[src/rtl/cluster_pkg.sv]
// Shared types and helpers for the PE-cluster output path.
// Holds the drain FSM state type, the default accumulator width and a sign-extension helper.
// Pure declarations: no logic, so no latency or backpressure of its own.
package cluster_pkg;

    typedef enum logic [0:0] {
        ACCUM = 1'b0,
        DRAIN = 1'b1
    } psum_state_t;

    localparam int PSUM_ACC_WIDTH = 24;

    // Sign-extend the low w bits of v to 64 bits. Callers truncate the result to
    // their own width, so any accumulator up to 64 bits wide is covered.
    function automatic logic [63:0] sext(input logic [63:0] v, input int w);
        logic [63:0] r;
        r = '0;
        for (int b = 0; b < 64; b++) begin
            r[6'(b)] = (b < w) ? v[6'(b)] : v[6'(w - 1)];
        end
        return r;
    endfunction

endpackage

[src/rtl/rise_detect.sv]
// Rising-edge detector on a level signal.
// Latency: rise_o is combinational on sig_i against the registered previous value.
// No backpressure. The delayed bit resets to 1, so a level that is already high
// when reset releases does not count as an edge.
//
// Ports: clk, reset (sync, active-high), sig_i (level), rise_o (sig_i & ~previous sig_i).
module rise_detect (
    input  logic clk,
    input  logic reset,
    input  logic sig_i,
    output logic rise_o
);

    logic dly_q;

    always_ff @(posedge clk) begin
        if (reset) begin
            dly_q <= 1'b1;
        end else begin
            dly_q <= sig_i;
        end
    end

    assign rise_o = sig_i & ~dly_q;

endmodule

[src/rtl/psum_accum_drain.sv]
// Accumulates X_dim cluster row sums over NUM_PASSES compute_done edges, then drains them serially.
// Latency: the final pass capture at edge t presents row 0 on out_valid in cycle t+1; one row per handshake.
// Backpressure: out_ready stalls the drain with outputs held; passes arriving mid-drain are dropped and flagged.
//
// Ports: clk, reset (sync, active-high); pe_out[X_dim] row psums sampled on compute_done rise;
//        out_data/out_row/out_last/out_valid/out_ready serial result port;
//        accum_ready (able to take a pass); drop_err (sticky, pass discarded while draining).
module psum_accum_drain
    import cluster_pkg::*;
#(
    parameter  int DATA_WIDTH = 16,
    parameter  int X_dim      = 3,
    parameter  int ACC_WIDTH  = PSUM_ACC_WIDTH,
    parameter  int NUM_PASSES = 4,
    localparam int RW         = (X_dim > 1) ? $clog2(X_dim) : 1
) (
    input  logic                  clk,
    input  logic                  reset,
    input  logic [DATA_WIDTH-1:0] pe_out [0:X_dim-1],
    input  logic                  compute_done,
    output logic [ACC_WIDTH-1:0]  out_data,
    output logic [RW-1:0]         out_row,
    output logic                  out_valid,
    input  logic                  out_ready,
    output logic                  out_last,
    output logic                  accum_ready,
    output logic                  drop_err
);

    localparam int PW = (NUM_PASSES > 1) ? $clog2(NUM_PASSES) : 1;
    localparam logic [PW-1:0] LAST_PASS = PW'(NUM_PASSES - 1);
    localparam logic [RW-1:0] LAST_ROW  = RW'(X_dim - 1);

    psum_state_t          state_q, state_d;
    logic [PW-1:0]        pass_cnt_q, pass_cnt_d;
    logic [RW-1:0]        row_q, row_d;
    logic                 drop_err_q, drop_err_d;
    logic                 cap;
    logic                 acc_add;
    logic                 acc_clr;
    logic [ACC_WIDTH-1:0] acc_row [0:X_dim-1];

    rise_detect u_done_rise (
        .clk    (clk),
        .reset  (reset),
        .sig_i  (compute_done),
        .rise_o (cap)
    );

    // Pass counting and drain sequencing. A capture while draining never
    // touches the sums; it only raises the sticky drop flag. That includes a
    // capture coinciding with the last-row handshake.
    always_comb begin
        state_d    = state_q;
        pass_cnt_d = pass_cnt_q;
        row_d      = row_q;
        drop_err_d = drop_err_q;
        acc_add    = 1'b0;
        acc_clr    = 1'b0;
        case (state_q)
            ACCUM: begin
                if (cap) begin
                    acc_add = 1'b1;
                    if (pass_cnt_q == LAST_PASS) begin
                        pass_cnt_d = '0;
                        row_d      = '0;
                        state_d    = DRAIN;
                    end else begin
                        pass_cnt_d = pass_cnt_q + 1'b1;
                    end
                end
            end
            DRAIN: begin
                if (cap) begin
                    drop_err_d = 1'b1;
                end
                if (out_ready) begin
                    if (row_q == LAST_ROW) begin
                        acc_clr = 1'b1;
                        row_d   = '0;
                        state_d = ACCUM;
                    end else begin
                        row_d = row_q + 1'b1;
                    end
                end
            end
            default: begin
                state_d = ACCUM;
            end
        endcase
    end

    always_ff @(posedge clk) begin
        if (reset) begin
            state_q    <= ACCUM;
            pass_cnt_q <= '0;
            row_q      <= '0;
            drop_err_q <= 1'b0;
        end else begin
            state_q    <= state_d;
            pass_cnt_q <= pass_cnt_d;
            row_q      <= row_d;
            drop_err_q <= drop_err_d;
        end
    end

    // One accumulator per cluster row; sums wrap modulo 2^ACC_WIDTH.
    for (genvar i = 0; i < X_dim; i++) begin : g_row
        logic [ACC_WIDTH-1:0] acc_q, acc_d;

        always_comb begin
            acc_d = acc_q;
            if (acc_clr) begin
                acc_d = '0;
            end else if (acc_add) begin
                acc_d = acc_q + ACC_WIDTH'(sext(64'(pe_out[i]), DATA_WIDTH));
            end
        end

        always_ff @(posedge clk) begin
            if (reset) begin
                acc_q <= '0;
            end else begin
                acc_q <= acc_d;
            end
        end

        assign acc_row[i] = acc_q;
    end

    // All outputs derive from registered state only.
    assign out_valid   = (state_q == DRAIN);
    assign accum_ready = (state_q == ACCUM);
    assign out_row     = row_q;
    assign out_last    = (state_q == DRAIN) && (row_q == LAST_ROW);
    assign out_data    = (state_q == DRAIN) ? acc_row[row_q] : '0;
    assign drop_err    = drop_err_q;

endmodule

[config.mk]
export PLATFORM = sky130hd
export DESIGN_NAME = psum_accum_drain
export DESIGN_NICKNAME = d
export VERILOG_FILES = /design/src/rtl/cluster_pkg.sv /design/src/rtl/rise_detect.sv /design/src/rtl/psum_accum_drain.sv
export SDC_FILE = /design/constraint.sdc
export NUM_CORES = 1
export LEC_CHECK = 0
export ABC_AREA = 1
export CAP_MARGIN = 20
export CORE_ASPECT_RATIO = 1.5
export CORE_MARGIN = 2
export CORE_UTILIZATION = 64
export CTS_CLUSTER_DIAMETER = 30
export CTS_CLUSTER_SIZE = 30
export DETAILED_ROUTE_END_ITERATION = 7
export PLACE_DENSITY = 0.86
export SLEW_MARGIN = 10
export SYNTH_ARGS = -nofsm -noshare
export SYNTH_HDL_FRONTEND = slang
export SYNTH_HIERARCHICAL = 1
export SYNTH_SLANG_ARGS = --single-unit
[constraint.sdc]
create_clock -name clk -period 2.89 [get_ports clk]
set_clock_uncertainty 0.15 [all_clocks]
set_input_delay 0.4335 -clock clk [delete_from_list [all_inputs] [get_ports clk]]
set_output_delay 0.4335 -clock clk [all_outputs]
set_load 0.02 [all_outputs]
==> metrics.txt, run 1 <==
Setup Crit Path Kind reg2out; Seq cells post-synth 79; Port Buffers 81; synthesized instance count 1593; Netlist cell types 34; crit-path max cell delay 0.61 ns; Antenna Nets Post-Route 0; cts bufs inserted 9; worst-path cell chain nand2_2, inv_1, nand2_1, nand3_1, nand2_1, inv_1, clkdlybuf4s50_1; first-pass GRT wire length 44900 um; crit share post-route 98.1%; Finish-stage setup viols 0; Non-Filler Instances 1833; TNS Setup 0 ns; crit start category flip-flop; Max Slew Vio Count 0; largest net degree at the start of global routing 72; Clk pwr share between 30% and 40%; Synth-to-Final Area Change 15.5%; Reg clk slew, reported paths 0.06 ns; Global Route Usage Sum 38.7%; Placement Rows 52; Die W 99.5 um; Leak slightly below 6 nW; Num Clock Sinks 79; wire length per cell approximately 15 um; vias per inst 5.45; Core Region 0.0134 mm^2; CP max FO 20; data arrival time of the critical path 2.25 ns; Req. time, crit path 2.31 ns; full die area 0.0146 mm^2; CP max-delay cell clkdlybuf4s50_1; fillers 1157; Max-slew headroom 69.2%; DIE HEIGHT 147 um; Worst Tran Pin Value roughly 0.46 ns; register area 0.00158 mm^2; final hold violations 0; synth warn 6; residual DRC count 0; routed wire length 28100 um; NetSw ~0.0012 W; Comb power frac 30.7%; synthesized area 0.00875 mm^2; fin crit period 2.84 ns; Peak VDD IR 0.000276 V; routability cong. between 1 and 1.5; root buffer cell clkbuf_16; Core Util, Final between 70% and 80%; GRT overflow 0; register area share after synthesis around 18%; diode count 0; CTS max path bufs 2; max_cap viols 0; Final #Nets 1792; Top Ports 82; commonest non-fill, non-tap cells in the layout 517 x nand2_1, 376 x inv_1, 110 x a21oi_1; Worst R2R Setup Slack just over 0.6 ns; initial antenna violation count 0; routed vias 9996; share of cells above drive strength 1 4.61%; status finished clean; mean post-synth cell area 5.49 um^2; H-Tree Level Count 3; fmax roughly 0.35 GHz; worst hold path type reg2reg; P_int 0.00229 W; number of global-route vias before repair about 9.5k; Starting Density 65.3%; TritonRoute pass-1 iters 5; P per Cell Area about 340 mW/mm^2; latest clock arrival within the worst-skew pair about 0.34 ns; Syn Nets 1718; sequential share of power 34.2%; switching part of the total power between 30 and 40%; DP HPWL 22700 um; CTS tree done; Placed Cells between 1.5k and 2k; Multi-input gate area around 0.0056 mm^2; Crit. End Element output port; initial DRC count 539; RSZ-0062 raised after global routing false; most common cell after layout, fill and taps aside nand2_1
repair_timing:
action	in CTS	in global routing
hold buffers	0	0
setup endpoints to repair	20	0
resized for setup	1	0
setup buffers	0	0
flip-flops by register name, summed over array words and instances, names as in the netlist:
name and flops:
drop_err 1, g_row.acc_q 72, out_row 2, out_valid 1
pass_cnt_q 2, u_done_rise/dly_q 1
per-layer routing:
layer	vias up	global-route usage [%]	wire length [um]
li1	5041	-	-
met1	4404	40.3	10100
met2	413	69.6	13900
met3	138	5.19	1840
met4	0	28.0	2350
met5	-	0	0
layout make-up:
type                       instances  area share [%]
tap                              162            2.00
sequential                        79            15.6
clock inverter                     5           0.829
multi-input combinational       1096            55.2
clock buffer                      10            2.26
inverter                         385            14.3
timing repair buffer              96            9.75
power groups by stage:
stage / Clock [W] / Sequential [W] / Combinational (W)
2_1_floorplan: 0 / 0.00119 / 0.000740
3_3_place_gp: 0 / 0.00121 / 0.00103
3_5_place_dp: 0 / 0.00121 / 0.00104
4_1_cts: 0.00124 / 0.00119 / 0.00105
5_1_grt: 0.00128 / 0.00119 / 0.00119
6_report: 0.00122 / 0.00119 / 0.00107
critical path, delay by kind of cell (launching register included):
family,cells,cell delay (ns)
buf+inv,3,0.96
flops,1,0.44
simple gates,4,0.52
Yosys cell counts:
cell,number,area [um^2]
a21o_1,9,67.6
a21oi_1,110,551
a21oi_2,1,8.76
and2_1,2,12.5
buf_1,2,7.51
buf_2,15,75.1
buf_4,1,7.51
clkbuf_1,15,56.3
clkinv_1,1,3.75
dfxtp_1,79,1580
fa_1,3,60.1
ha_1,70,876
inv_1,376,1410
inv_2,8,30.0
nand2_1,519,1950
nand2_2,15,93.8
nand3_1,109,546
nand3_2,5,50.1
nand3b_1,5,37.5
nand4_1,19,119
nor2_1,93,349
nor2_2,7,43.8
nor2_4,6,67.6
nor3_1,25,125
o211a_1,1,10.0
o211ai_1,2,15.0
o21ai_0,49,245
o21ai_1,1,5.00
o21bai_2,2,22.5
o221ai_1,1,8.76
o22ai_1,18,113
or2_2,2,12.5
xnor2_1,5,43.8
xor2_1,17,149
logic make-up (layout without fill, tap and decap cells):
logic type	after synthesis	after routing	share of synthesized area [%]
buf+inv	418	496	18.2
simple gates	807	807	38.9
compound gates	194	194	12.0
flops	79	79	18.1
fa+ha+maj	73	73	10.7
xor+xnor	22	22	2.20
final timing paths:
| check | cells after the start | from | end |
|---|---|---|---|
| max | 7 | out_row[0] | out_data[18] |
| min | 2 | g_row[0].acc_q[0] | g_row[0].acc_q[0] |
| max reg2reg | 12 | g_row[0].acc_q[0] | g_row[0].acc_q[16] |
| min reg2reg | 2 | g_row[0].acc_q[0] | g_row[0].acc_q[0] |
per-stage QoR:
step                worst slack, ns  instance area (um^2)  total power, W  hold WS (ns)
CTS                           0.106                 10100         0.00348         0.348
floorplan                     0.887                  8750         0.00193         0.307
detailed placement            0.128                  9800         0.00226         0.339
global placement              0.152                  9800         0.00224         0.324
global route                0.00368                 10100         0.00367         0.373
finish                       0.0535                 10100         0.00348         0.345
(Power assumes the default switching activity.)
==> run 2: changes to the inputs <==
--- a/config.mk
+++ b/config.mk
@@ -9,11 +9,12 @@
 export CAP_MARGIN = 20
 export CORE_ASPECT_RATIO = 1.5
 export CORE_MARGIN = 2
-export CORE_UTILIZATION = 64
+export CORE_UTILIZATION = 69
 export CTS_CLUSTER_DIAMETER = 30
 export CTS_CLUSTER_SIZE = 30
 export DETAILED_ROUTE_END_ITERATION = 7
-export PLACE_DENSITY = 0.86
+export DONT_BUFFER_PORTS = 1
+export PLACE_DENSITY = 0.83
 export SLEW_MARGIN = 10
 export SYNTH_ARGS = -nofsm -noshare
 export SYNTH_HDL_FRONTEND = slang
==> run 2 against run 1 <==
Routed wire length down 3.2%. Register-to-register slack better by 0.05 ns. Combinational power down 9%. Clock-buffer cell count up 1. Total power down 2.7%. Non-clock buffer count down 86. Die area down 7.0%. Cell count down 5.0%. Clock power about the same. Sequential cell count unchanged. Largest cell class unchanged. Largest power group unchanged.
==> metrics.txt, run 2 (synthesis gave the netlist of run 1 again) <==
Top Ports 82 (unchanged); Max Slew Vio Count 0 (unchanged); DP HPWL 21500 um (-5.0%); most common cell after layout, fill and taps aside nand2_1; routability cong. 1.04 (-4.5%); GRT overflow 0 (unchanged); Antenna Nets Post-Route 0 (unchanged); root buffer cell clkbuf_16; Starting Density 70.3% (+5.0 points); max_cap viols 0 (unchanged); Reg clk slew, reported paths 0.06 ns (about the same); vias per inst 5.51 (+1.0%); crit-path max cell delay 0.46 ns (-0.15 ns); H-Tree Level Count 3 (unchanged); most used cell, CP inv_1; wire length per cell 15.6 um (+1.8%); number of global-route vias before repair 9076 (-4.8%); Finish-stage setup viols 0 (unchanged); TritonRoute pass-1 iters 5 (unchanged); fmax 0.385 GHz (+9.3%); cts bufs inserted 9 (unchanged); final hold violations 0 (unchanged); dpl ws 0.672 ns (+0.544 ns); TNS Setup 0 ns (unchanged); Final #Nets 1706 (-4.8%); Core Util, Final 73.9% (-1.5 points); Max-slew headroom 36.3% (-33 points); largest reg by FF count g_row.acc_q; Placed Cells 1725 (-5.1%); Global Route Usage Sum 40.8% (+2.2 points); status finished clean; commonest non-fill, non-tap cells in the layout 518 x nand2_1, 376 x inv_1, 110 x a21oi_1; crit start category flip-flop; Largest register FFs 72 (unchanged); RSZ-0062 raised after global routing false; worst hold path type in2reg; largest net degree at the start of global routing 90 (+25%); worst-path cell chain inv_1, nor2_4, inv_1, o22ai_1, o21ai_0, inv_1; total power 0.00339 W (-2.7%); Placement Rows 50 (-3.8%); Req. time, crit path 2.31 ns (about the same); full die area 0.0136 mm^2 (-7.0%); initial DRC count 726 (+35%); Synth-to-Final Area Change 5.15%; Setup Crit Path Kind reg2out; Die W 96.0 um (-3.5%); Core Region 0.0124 mm^2 (-7.1%); CP max-delay cell inv_1; fin crit period 2.59 ns (-0.242 ns); delay-heaviest family, CP buffers and inverters; data arrival time of the critical path 2.01 ns (-0.24 ns); Worst Tran Pin Value 0.955 ns (+0.495 ns); diode count 0 (unchanged); Num Clock Sinks 79 (unchanged); share of cells above drive strength 1 4.54% (-0.068 points); CP bufs+invs 3 (unchanged); crit share post-route 89.8% (-8.4 points); first-pass GRT wire length 42600 um (-5.1%); Peak VDD IR 0.000305 V (+11%); Crit. End Element output port; Non-Filler Instances 1742 (-5.0%); Port Buffers 0 (-100%); DIE HEIGHT 142 um (-3.6%); post-CTS setup buffers 0 (unchanged); residual DRC count 0 (unchanged); CTS max path bufs 2 (unchanged); routed vias 9596 (-4.0%); min setup slack post-route 0.296 ns (+0.242 ns); P per Cell Area 368 mW/mm^2 (+6.9%); latest clock arrival within the worst-skew pair 0.35 ns (about the same); initial antenna violation count 0 (unchanged); routed wire length 27200 um (-3.2%); Leak 5.57 nW (-5.7%); CTS tree done; CP max FO 20 (unchanged)
## run 2: routing by layer
metal	vias to the layer above	GRT usage [%]	wire length [um]
met5	-	0	0
met4	0	28.6	2220
met3	139	6.62	2000
met2	421	71.9	13300
met1	4174	43.0	9760
li1	4862	-	-
## run 2: where the power goes
part           switching, W  internal [W]  total (W)
clock              0.000512      0.000716    0.00123
combinational      0.000650      0.000324   0.000974
sequential        0.0000417       0.00114    0.00119
total               0.00120       0.00218    0.00339
## run 2: through the flow
stage               hold WS (ns)  cell area [um^2]
floorplan                  0.307              8750
global placement           0.322              8880
detailed placement         0.336              8880
CTS                      0.00405              9200
global route             0.00557              9200
finish                   0.00581              9200
## run 2: final cells by class
class                      count  area, um^2
timing repair buffer          10        90.1
inverter                     385        1450
fill                        1149        3250
clock buffer                  11         253
multi-input combinational   1096        5580
tap                          156         195
sequential                    79        1580
clock inverter                 5        56.3
## run 2: path summary, 6_finish.rpt
| path | slack [ns] | end | from | cells past startpoint |
|---|---|---|---|---|
| min | 0.006 | out_valid | reset | 1 |
| max reg2reg | 0.66 | g_row[1].acc_q[15] | out_valid | 6 |
| max | 0.30 | out_data[20] | out_row[1] | 6 |
| min reg2reg | 0.35 | g_row[2].acc_q[0] | g_row[2].acc_q[0] | 2 |
## run 2: what timing repair did
action | 4_1_cts | 5_1_grt
endpoints found under the hold margin | 2 | 0
gates resized for setup | 0 | 0
hold buffers | 1 | 0
==> run 3: changes to the inputs <==
--- a/config.mk
+++ b/config.mk
@@ -8,7 +8,6 @@
 export ABC_AREA = 1
 export CAP_MARGIN = 20
 export CORE_ASPECT_RATIO = 1.5
-export CORE_MARGIN = 2
 export CORE_UTILIZATION = 69
 export CTS_CLUSTER_DIAMETER = 30
 export CTS_CLUSTER_SIZE = 30
==> run 3 against run 2 <==
Combinational power barely moved. Via count fell by 0.59%. Sequential cell count did not move. Die area fell by 3.5%. Critical endpoint is now out_data[6]. Largest power group unchanged.
==> metrics.txt, run 3 (synthesis gave the netlist of run 1 again) <==
Synth-to-Final Area Change 5.40%; Worst R2R Setup Slack 0.64 ns (-0.02 ns); Core Region 0.0124 mm^2 (unchanged); crit start category flip-flop; residual DRC count 0 (unchanged); H-Tree Level Count 3 (unchanged); initial antenna violation count 0 (unchanged); DIE HEIGHT 140 um (-1.4%); fin crit period 2.60 ns (+0.00652 ns); diode count 0 (unchanged); number of global-route vias before repair 8903 (-1.9%); Starting Density 70.3% (unchanged); total power 0.00345 W (+1.8%); Setup Crit Path Kind reg2out; Placement Rows 50 (unchanged); final hold violations 0 (unchanged); RSZ-0062 raised after global routing false; hold path startpoint reset; worst hold path type in2reg; status finished clean; Final #Nets 1707 (+0.059%); first-pass GRT wire length 42300 um (-0.89%); Reg clk slew, reported paths 0.06 ns (about the same); largest reg by FF count g_row.acc_q; root buffer cell clkbuf_16; Top Ports 82 (unchanged); min setup slack post-route 0.289 ns (-0.00652 ns); Leak 5.58 nW (+0.12%); initial DRC count 723 (-0.41%); CP max FO 20 (unchanged); CTS max path bufs 2 (unchanged); Crit. End Element output port; DP HPWL 21300 um (-0.88%); latest clock arrival within the worst-skew pair 0.34 ns (about the same); Max-slew headroom 36.6% (+0.29 points); Largest register FFs 72 (unchanged); fmax 0.385 GHz (-0.25%); cts bufs inserted 9 (unchanged); TNS Setup 0 ns (unchanged); routability cong. 0.977 (-6.3%); Port Buffers 0 (unchanged); Die W 94.0 um (-2.1%); crit share post-route 90.0% (+0.23 points); TritonRoute pass-1 iters 5 (unchanged); Peak VDD IR 0.000301 V (-1.4%); GRT overflow 0 (unchanged); Hold Path End drop_err; Max Slew Vio Count 0 (unchanged); Req. time, crit path 2.31 ns (about the same); Finish-stage setup viols 0 (unchanged); P per Cell Area 374 mW/mm^2 (+1.5%); share of cells above drive strength 1 4.54% (about the same); commonest non-fill, non-tap cells in the layout 518 x nand2_1, 376 x inv_1, 110 x a21oi_1; CTS tree done; wire length per cell 15.4 um (-1.5%); Global Route Usage Sum 41.7% (+0.88 points); Worst Reg-to-Reg Cells 6 (unchanged); post-CTS setup buffers 0 (unchanged); hold depth 1 (unchanged); routed wire length 26900 um (-1.4%); Worst Tran Pin Value 0.951 ns (-0.00437 ns); dpl ws 0.688 ns (+0.0153 ns); most common cell after layout, fill and taps aside nand2_1; max_cap viols 0 (unchanged); data arrival time of the critical path 2.02 ns (about the same); full die area 0.0131 mm^2 (-3.5%); Antenna Nets Post-Route 0 (unchanged); routed vias 9539 (-0.59%); vias per inst 5.47 (-0.65%); largest net degree at the start of global routing 90 (unchanged); Num Clock Sinks 79 (unchanged); Crit Reg-Reg Startpoint out_valid; Worst R2R End g_row[2].acc_q[2]
[run 3: power by group]
part / total [W] / internal, W / switching [W]
Combinational: 0.000972 / 0.000325 / 0.000647
Sequential: 0.00119 / 0.00114 / 0.0000425
Clock: 0.00129 / 0.000782 / 0.000508
Total: 0.00345 / 0.00225 / 0.00120
[run 3: stage by stage]
stage                     cell area, um^2  instances  hold slack (ns)  util, %
after CTS                            9230       1743         0.000524     74.1
after global routing                 9230       1743          0.00243     74.1
after detailed placement             8890       1726            0.335     71.4
final                                9230       1743          0.00411     74.1
after floorplan                      8750       1593            0.307        -
after global placement               8890       1726            0.327     71.4
[run 3: worst max-delay path, stage by stage (launching register included)]
cell,delay (ns)
dfxtp_1,0.31
inv_1,0.10
nor2_4,0.07
inv_1,0.52
o22ai_1,0.15
o21ai_0,0.33
inv_1,0.19
[run 3: how the worst max path moves through the flow]
stage | slack, ns | depth (start not counted) | start | end
2_1_floorplan | 0.89 | 9 | pe_out[0] | g_row[2].acc_q[8]
3_3_place_gp | 0.73 | 12 | pe_out[32] | g_row[0].acc_q[16]
3_5_place_dp | 0.69 | 12 | pe_out[32] | g_row[0].acc_q[16]
4_1_cts | 0.37 | 6 | out_row[1] | out_data[6]
5_1_grt | 0.18 | 8 | out_row[0] | out_data[0]
6_report | 0.29 | 6 | out_row[1] | out_data[6]
[run 3: per-layer routing]
layer  vias up  track usage (%)  wire length [um]
met2       388             73.9             13400
met5         -                0                 0
met4         0             28.6              1960
met1      4161             44.9              9680
met3       119             5.59              1840
li1       4871                -                 -
[run 3: layout make-up]
cell class	instances	area (um^2)
Tap cell	156	195
Timing Repair Buffer	11	97.6
Clock buffer	11	243
Clock inverter	5	81.3
Fill cell	1212	3220
Sequential cell	79	1580
Multi-Input combinational cell	1096	5580
Inverter	385	1450
[run 3: what timing repair did]
action | CTS | global route
resized for setup | 0 | 0
hold endpoints to repair | 3 | 0
hold buffers | 1 | 0
endpoints found under the setup margin | 0 | 0
